**config.mk**
```make
export PLATFORM = sky130hd
export DESIGN_NAME = wb_sram_ctrl
export DESIGN_NICKNAME = d
export VERILOG_FILES = /design/src/rtl/wb_sram_ctrl.sv
export SDC_FILE = /design/constraint.sdc
export NUM_CORES = 1
export LEC_CHECK = 0
export CORE_MARGIN = 2
export CORE_UTILIZATION = 45
export CTS_BUF_LIST = sky130_fd_sc_hd__clkbuf_4
export DETAILED_ROUTE_END_ITERATION = 6
export PLACE_DENSITY = 0.89
export SETUP_SLACK_MARGIN = 0.5
export SLEW_MARGIN = 20
export SYNTH_ARGS = -nofsm -noshare
export SYNTH_HDL_FRONTEND = slang
export SYNTH_SLANG_ARGS = --single-unit
```
**constraint.sdc**
```tcl
create_clock -name clk -period 4.67 [get_ports clk]
set_input_delay 0.467 -clock clk [delete_from_list [all_inputs] [get_ports clk]]
set_output_delay 0.467 -clock clk [all_outputs]
set_load 0.05 [all_outputs]
```
**src/rtl/wb_sram_ctrl.sv**
```systemverilog
// Wishbone classic slave turning single reads/writes into timed async-SRAM cycles.
// Request to ack is WAIT_STATES+3 cycles; all SRAM pins and Wishbone outputs are registered.
module wb_sram_ctrl #(
  parameter int ADDRESS_WIDTH      = 32,
  parameter int DATA_WIDTH         = 32,
  parameter int SRAM_ADDRESS_WIDTH = 19,
  parameter int WAIT_STATES        = 1
) (
  input  logic                          clk,
  input  logic                          rst,
  input  logic                          cycI,
  input  logic                          stbI,
  input  logic                          weI,
  output logic                          ackO,
  input  logic [ADDRESS_WIDTH-1:0]      adrI,
  input  logic [DATA_WIDTH-1:0]         datI,
  output logic [DATA_WIDTH-1:0]         datO,
  output logic [SRAM_ADDRESS_WIDTH-1:0] sramAdrO,
  input  logic [DATA_WIDTH-1:0]         sramDatI,
  output logic [DATA_WIDTH-1:0]         sramDatO,
  output logic                          sramDatOe,
  output logic                          sramCeN,
  output logic                          sramOeN,
  output logic                          sramWeN
);

  typedef enum logic [1:0] {
    ST_IDLE   = 2'd0,
    ST_SETUP  = 2'd1,
    ST_ACCESS = 2'd2,
    ST_ACK    = 2'd3
  } state_t;

  localparam logic [3:0] WS_LOAD = 4'(WAIT_STATES);

  state_t                          state_q, state_d;
  logic [3:0]                      cnt_q, cnt_d;
  logic                            we_latch_q, we_latch_d;
  logic                            ack_q, ack_d;
  logic [DATA_WIDTH-1:0]           dat_o_q, dat_o_d;
  logic [SRAM_ADDRESS_WIDTH-1:0]   sram_adr_q, sram_adr_d;
  logic [DATA_WIDTH-1:0]           sram_dat_q, sram_dat_d;
  logic                            sram_dat_oe_q, sram_dat_oe_d;
  logic                            sram_ce_n_q, sram_ce_n_d;
  logic                            sram_oe_n_q, sram_oe_n_d;
  logic                            sram_we_n_q, sram_we_n_d;

  // Upper address bits select nothing on the SRAM side.
  generate
    if (ADDRESS_WIDTH > SRAM_ADDRESS_WIDTH) begin : g_adr_hi
      logic unused_adr_hi;
      assign unused_adr_hi = ^adrI[ADDRESS_WIDTH-1:SRAM_ADDRESS_WIDTH];
    end
  endgenerate

  always_comb begin
    state_d       = state_q;
    cnt_d         = cnt_q;
    we_latch_d    = we_latch_q;
    ack_d         = 1'b0;
    dat_o_d       = dat_o_q;
    sram_adr_d    = sram_adr_q;
    sram_dat_d    = sram_dat_q;
    sram_dat_oe_d = sram_dat_oe_q;
    sram_ce_n_d   = sram_ce_n_q;
    sram_oe_n_d   = sram_oe_n_q;
    sram_we_n_d   = sram_we_n_q;

    case (state_q)
      ST_IDLE: begin
        sram_ce_n_d   = 1'b1;
        sram_oe_n_d   = 1'b1;
        sram_we_n_d   = 1'b1;
        sram_dat_oe_d = 1'b0;
        if (cycI && stbI) begin
          state_d       = ST_SETUP;
          sram_adr_d    = adrI[SRAM_ADDRESS_WIDTH-1:0];
          sram_dat_d    = datI;
          we_latch_d    = weI;
          sram_ce_n_d   = 1'b0;
          sram_dat_oe_d = weI;
          sram_oe_n_d   = weI;
        end
      end

      ST_SETUP: begin
        if (!cycI) begin
          state_d       = ST_IDLE;
          sram_ce_n_d   = 1'b1;
          sram_oe_n_d   = 1'b1;
          sram_we_n_d   = 1'b1;
          sram_dat_oe_d = 1'b0;
        end else begin
          state_d     = ST_ACCESS;
          cnt_d       = WS_LOAD;
          sram_we_n_d = !we_latch_q;
        end
      end

      ST_ACCESS: begin
        if (!cycI) begin
          state_d       = ST_IDLE;
          sram_ce_n_d   = 1'b1;
          sram_oe_n_d   = 1'b1;
          sram_we_n_d   = 1'b1;
          sram_dat_oe_d = 1'b0;
        end else if (cnt_q == 4'd0) begin
          // Capture on the same edge that releases OE; pad data is still valid.
          state_d     = ST_ACK;
          ack_d       = 1'b1;
          sram_we_n_d = 1'b1;
          sram_oe_n_d = 1'b1;
          if (!we_latch_q) begin
            dat_o_d = sramDatI;
          end
        end else begin
          cnt_d = cnt_q - 4'd1;
        end
      end

      ST_ACK: begin
        state_d       = ST_IDLE;
        sram_ce_n_d   = 1'b1;
        sram_oe_n_d   = 1'b1;
        sram_we_n_d   = 1'b1;
        sram_dat_oe_d = 1'b0;
      end

      default: begin
        state_d       = ST_IDLE;
        sram_ce_n_d   = 1'b1;
        sram_oe_n_d   = 1'b1;
        sram_we_n_d   = 1'b1;
        sram_dat_oe_d = 1'b0;
      end
    endcase
  end

  always_ff @(posedge clk or posedge rst) begin
    if (rst) begin
      state_q       <= ST_IDLE;
      cnt_q         <= 4'd0;
      we_latch_q    <= 1'b0;
      ack_q         <= 1'b0;
      dat_o_q       <= '0;
      sram_adr_q    <= '0;
      sram_dat_q    <= '0;
      sram_dat_oe_q <= 1'b0;
      sram_ce_n_q   <= 1'b1;
      sram_oe_n_q   <= 1'b1;
      sram_we_n_q   <= 1'b1;
    end else begin
      state_q       <= state_d;
      cnt_q         <= cnt_d;
      we_latch_q    <= we_latch_d;
      ack_q         <= ack_d;
      dat_o_q       <= dat_o_d;
      sram_adr_q    <= sram_adr_d;
      sram_dat_q    <= sram_dat_d;
      sram_dat_oe_q <= sram_dat_oe_d;
      sram_ce_n_q   <= sram_ce_n_d;
      sram_oe_n_q   <= sram_oe_n_d;
      sram_we_n_q   <= sram_we_n_d;
    end
  end

  assign ackO      = ack_q;
  assign datO      = dat_o_q;
  assign sramAdrO  = sram_adr_q;
  assign sramDatO  = sram_dat_q;
  assign sramDatOe = sram_dat_oe_q;
  assign sramCeN   = sram_ce_n_q;
  assign sramOeN   = sram_oe_n_q;
  assign sramWeN   = sram_we_n_q;

endmodule
```
==> results.sh <==
export IMPL_hpwl_mm=6.23
export IMPL_setup_viol=0
export IMPL_fin_crit_sh_pct=48.6
export IMPL_async_flop_share_pct=100
export IMPL_grt_pass1_vias=2703
export IMPL_drt_initial_drc_count=40
export IMPL_dr_max_layer_used="met4"
export IMPL_startpoint_type="register"
export IMPL_die_height_um=95.5
export IMPL_ctsHoldBuffers=0
export IMPL_syn_nets=353
export IMPL_synth_edf_count=0
export IMPL_grt_first_pass_wirelength_mm=12.4
export IMPL_netlist_area_um2=3770
export IMPL_grt_ovfl_total=0
export IMPL_final_nets=531
export IMPL_cts_max_level=3
export IMPL_arrival_ns=1.80
export IMPL_fin_util_pct=70.2
export IMPL_yosysTopAreaCell="dfrtp_1"
export IMPL_cts_setup_buffers=0
export IMPL_synth_cell_types=28
export IMPL_synth_warnings=0
export IMPL_slew_headroom_pct=54.2
export IMPL_worstPathRequired_ns=4.20
export IMPL_maxCapViolations=0
export IMPL_synth_common_cells="dfrtp_1 (92), mux2_2 (82), inv_1 (10)"
export IMPL_cts_num_sinks=95
export IMPL_total_power_mw=4.22
export IMPL_numCtsBuffers=9
export IMPL_drtPass1Iterations=4
export IMPL_max_vdd_ir_drop_v=0.000527
export IMPL_synth_seq_cells=95
export IMPL_start_util_pct=46.1
export IMPL_met3_length_um=891
export IMPL_fp_row_count=33
export IMPL_yosysTopAreaCellShare_pct=61.0
export IMPL_stdcell_area_um2=5740
export IMPL_path_cells="clkdlybuf4s50_1"
export IMPL_clkLatencyLatePin_ns=0.44
export IMPL_fill_cells=594
export IMPL_ant_nets=0
export IMPL_grt_usage_pct=17.7
export IMPL_clk_pin_slew_ns=0.15
export IMPL_dpl_cell_count=519
export IMPL_syn_avg_cell_area_um2=15.3
export IMPL_worst_pin_slew_ns=0.688
export IMPL_met1Wirelength_mm=3.13
export IMPL_vias=2643
export IMPL_max_stage_delay_ns=0.81
export IMPL_detail_route_wl_per_cell_um=15.5
export IMPL_seq_area_frac_synth_pct=63.1
export IMPL_power_density_nw_per_um2=735
export IMPL_drive_gt1_share_pct=24.5
export IMPL_setup_tns_ns=0
export IMPL_area_delta_synth_final_pct=52.3
export IMPL_post_dp_cell_area_um2=5610
export IMPL_synth_ff_type="dfrtp_1"
export IMPL_core_um2=8180
export IMPL_status="complete, no violations"
export IMPL_place_gp_congestion=0.750
export IMPL_finalNonFillerCells=534
export IMPL_num_io_pins=189
export IMPL_die_w_um=95.5
export IMPL_timing_critical_path_buf_inv=1
export IMPL_grt_max_degree=59
export IMPL_synth_most_common_cell="dfrtp_1"
export IMPL_dr_wl_met2_mm=4.00
export IMPL_ctsResizeCount=0
export IMPL_cts_buffer_depth=2
export IMPL_worstPathMaxFanout=2
export IMPL_ys_top_cells_by_area="dfrtp_1 (61%), mux2_2 (24%), dfstp_2 (2.1%)"
export IMPL_whs_ns=0.473
export IMPL_post_route_min_period_ns=2.27
export IMPL_io_buffers=175
export IMPL_worst_slack_ns=2.40
export IMPL_drv_slew=0
export IMPL_syn_inst=247
export IMPL_rsz0062_at_grt="no"
export IMPL_finalHoldViolations=0
export IMPL_cts_root_buffer="clkbuf_4"
export IMPL_route_detailed_drc=0
export IMPL_min_path_type="reg -> reg"
export IMPL_max_freq_mhz=440
export IMPL_worstSetupPathType="reg -> out"
export IMPL_antenna_found_initial=0
export IMPL_place_ws_ns=1.96
export IMPL_cts_tree="built"
export IMPL_via_per_inst=4.95
export IMPL_fin_worst_skew_ns=0.0219
export IMPL_end_kind="output port"
export IMPL_dieArea_um2=9130
export IMPL_p_leak_nw=2.50
export IMPL_routed_wl_mm=8.25
export IMPL_slowest_stage="clkdlybuf4s50_1"
export IMPL_diodes=0
export IMPL_critical_path_top_delay_family="buffers and inverters"
[power by group]
group          internal (mW)  total [mW]  leakage [nW]  switching (mW)
clock                  0.159       0.422        0.0671           0.263
sequential              1.16        1.33          1.19           0.172
combinational          0.915        2.47          1.24            1.55
[layout make-up]
cell class | count | area [µm²] | share of cell area [%]
sequential | 95 | 2380 | 41.5
timing repair buffer | 178 | 1770 | 30.9
multi-input combinational | 131 | 1290 | 22.4
tap | 105 | 131 | 2.29
clock buffer | 9 | 67.6 | 1.18
clock inverter | 6 | 62.6 | 1.09
inverter | 10 | 40.0 | 0.697
[path summary, 6_finish.rpt]
check / startpoint / endpoint / slack [ns] / cells past startpoint
setup / recovery: sramOeN$_DFFE_PP1P_ / sramOeN / 2.40 / 1
hold / removal: sramOeN$_DFFE_PP1P_ / sramOeN$_DFFE_PP1P_ / 0.47 / 2
setup reg to reg: cnt_q[0]$_DFFE_PP0P_ / datO[30]$_DFFE_PP0P_ / 2.40 / 6
hold reg to reg: sramOeN$_DFFE_PP1P_ / sramOeN$_DFFE_PP1P_ / 0.47 / 2
max in group asynchronous: rst / datO[20]$_DFFE_PP0P_ / 3.25 / 3
min in group asynchronous: rst / sramDatO[10]$_DFFE_PP0P_ / 0.48 / 2
[cell families after synthesis]
kind of cell,count (synthesis),share of synthesized area [%]
muxes,86,25.6
and+or+nand+nor,24,3.68
buffers and inverters,21,2.89
DFF,95,63.1
adders and majority gates,5,1.66
AOI/OAI and AO/OA,16,2.99
[metal layers]
metal  vias up  GRT usage [%]
met5         -              0
met3        19           6.88
li1       1227              -
met4         0           8.10
met1      1272           19.9
met2       125           29.7
[worst register-to-register path, delay by kind of cell (launching register included)]
| family | cells | cell delay (ns) |
|---|---|---|
| AND/OR/NAND/NOR | 2 | 0.72 |
| buffers and inverters | 2 | 0.48 |
| flip-flops | 1 | 0.40 |
| multiplexers | 1 | 0.40 |
| adder cells (fa/ha/maj) | 1 | 0.17 |
[state kept, by name (all words and copies together) (netlist names), 2 cells and up]
signal,count
datO,32
sramDatO,32
sramAdrO,19
cnt_q,4
state_q,2
[placed cells by master (no fill, tap or decap), drive strengths merged, types with 3 or more instances in the layout]
cell,Yosys,layout
clkdlybuf4s50,0,175
dfrtp,92,92
mux2,85,85
inv,10,10
clkbuf,7,9
nor2,5,5
nand2,5,5
nand3b,5,5
ha,5,5
o21ai,4,4
clkinv,0,4
buf,4,3
dfstp,3,3
nand3,3,3
(Power assumes the default switching activity.)
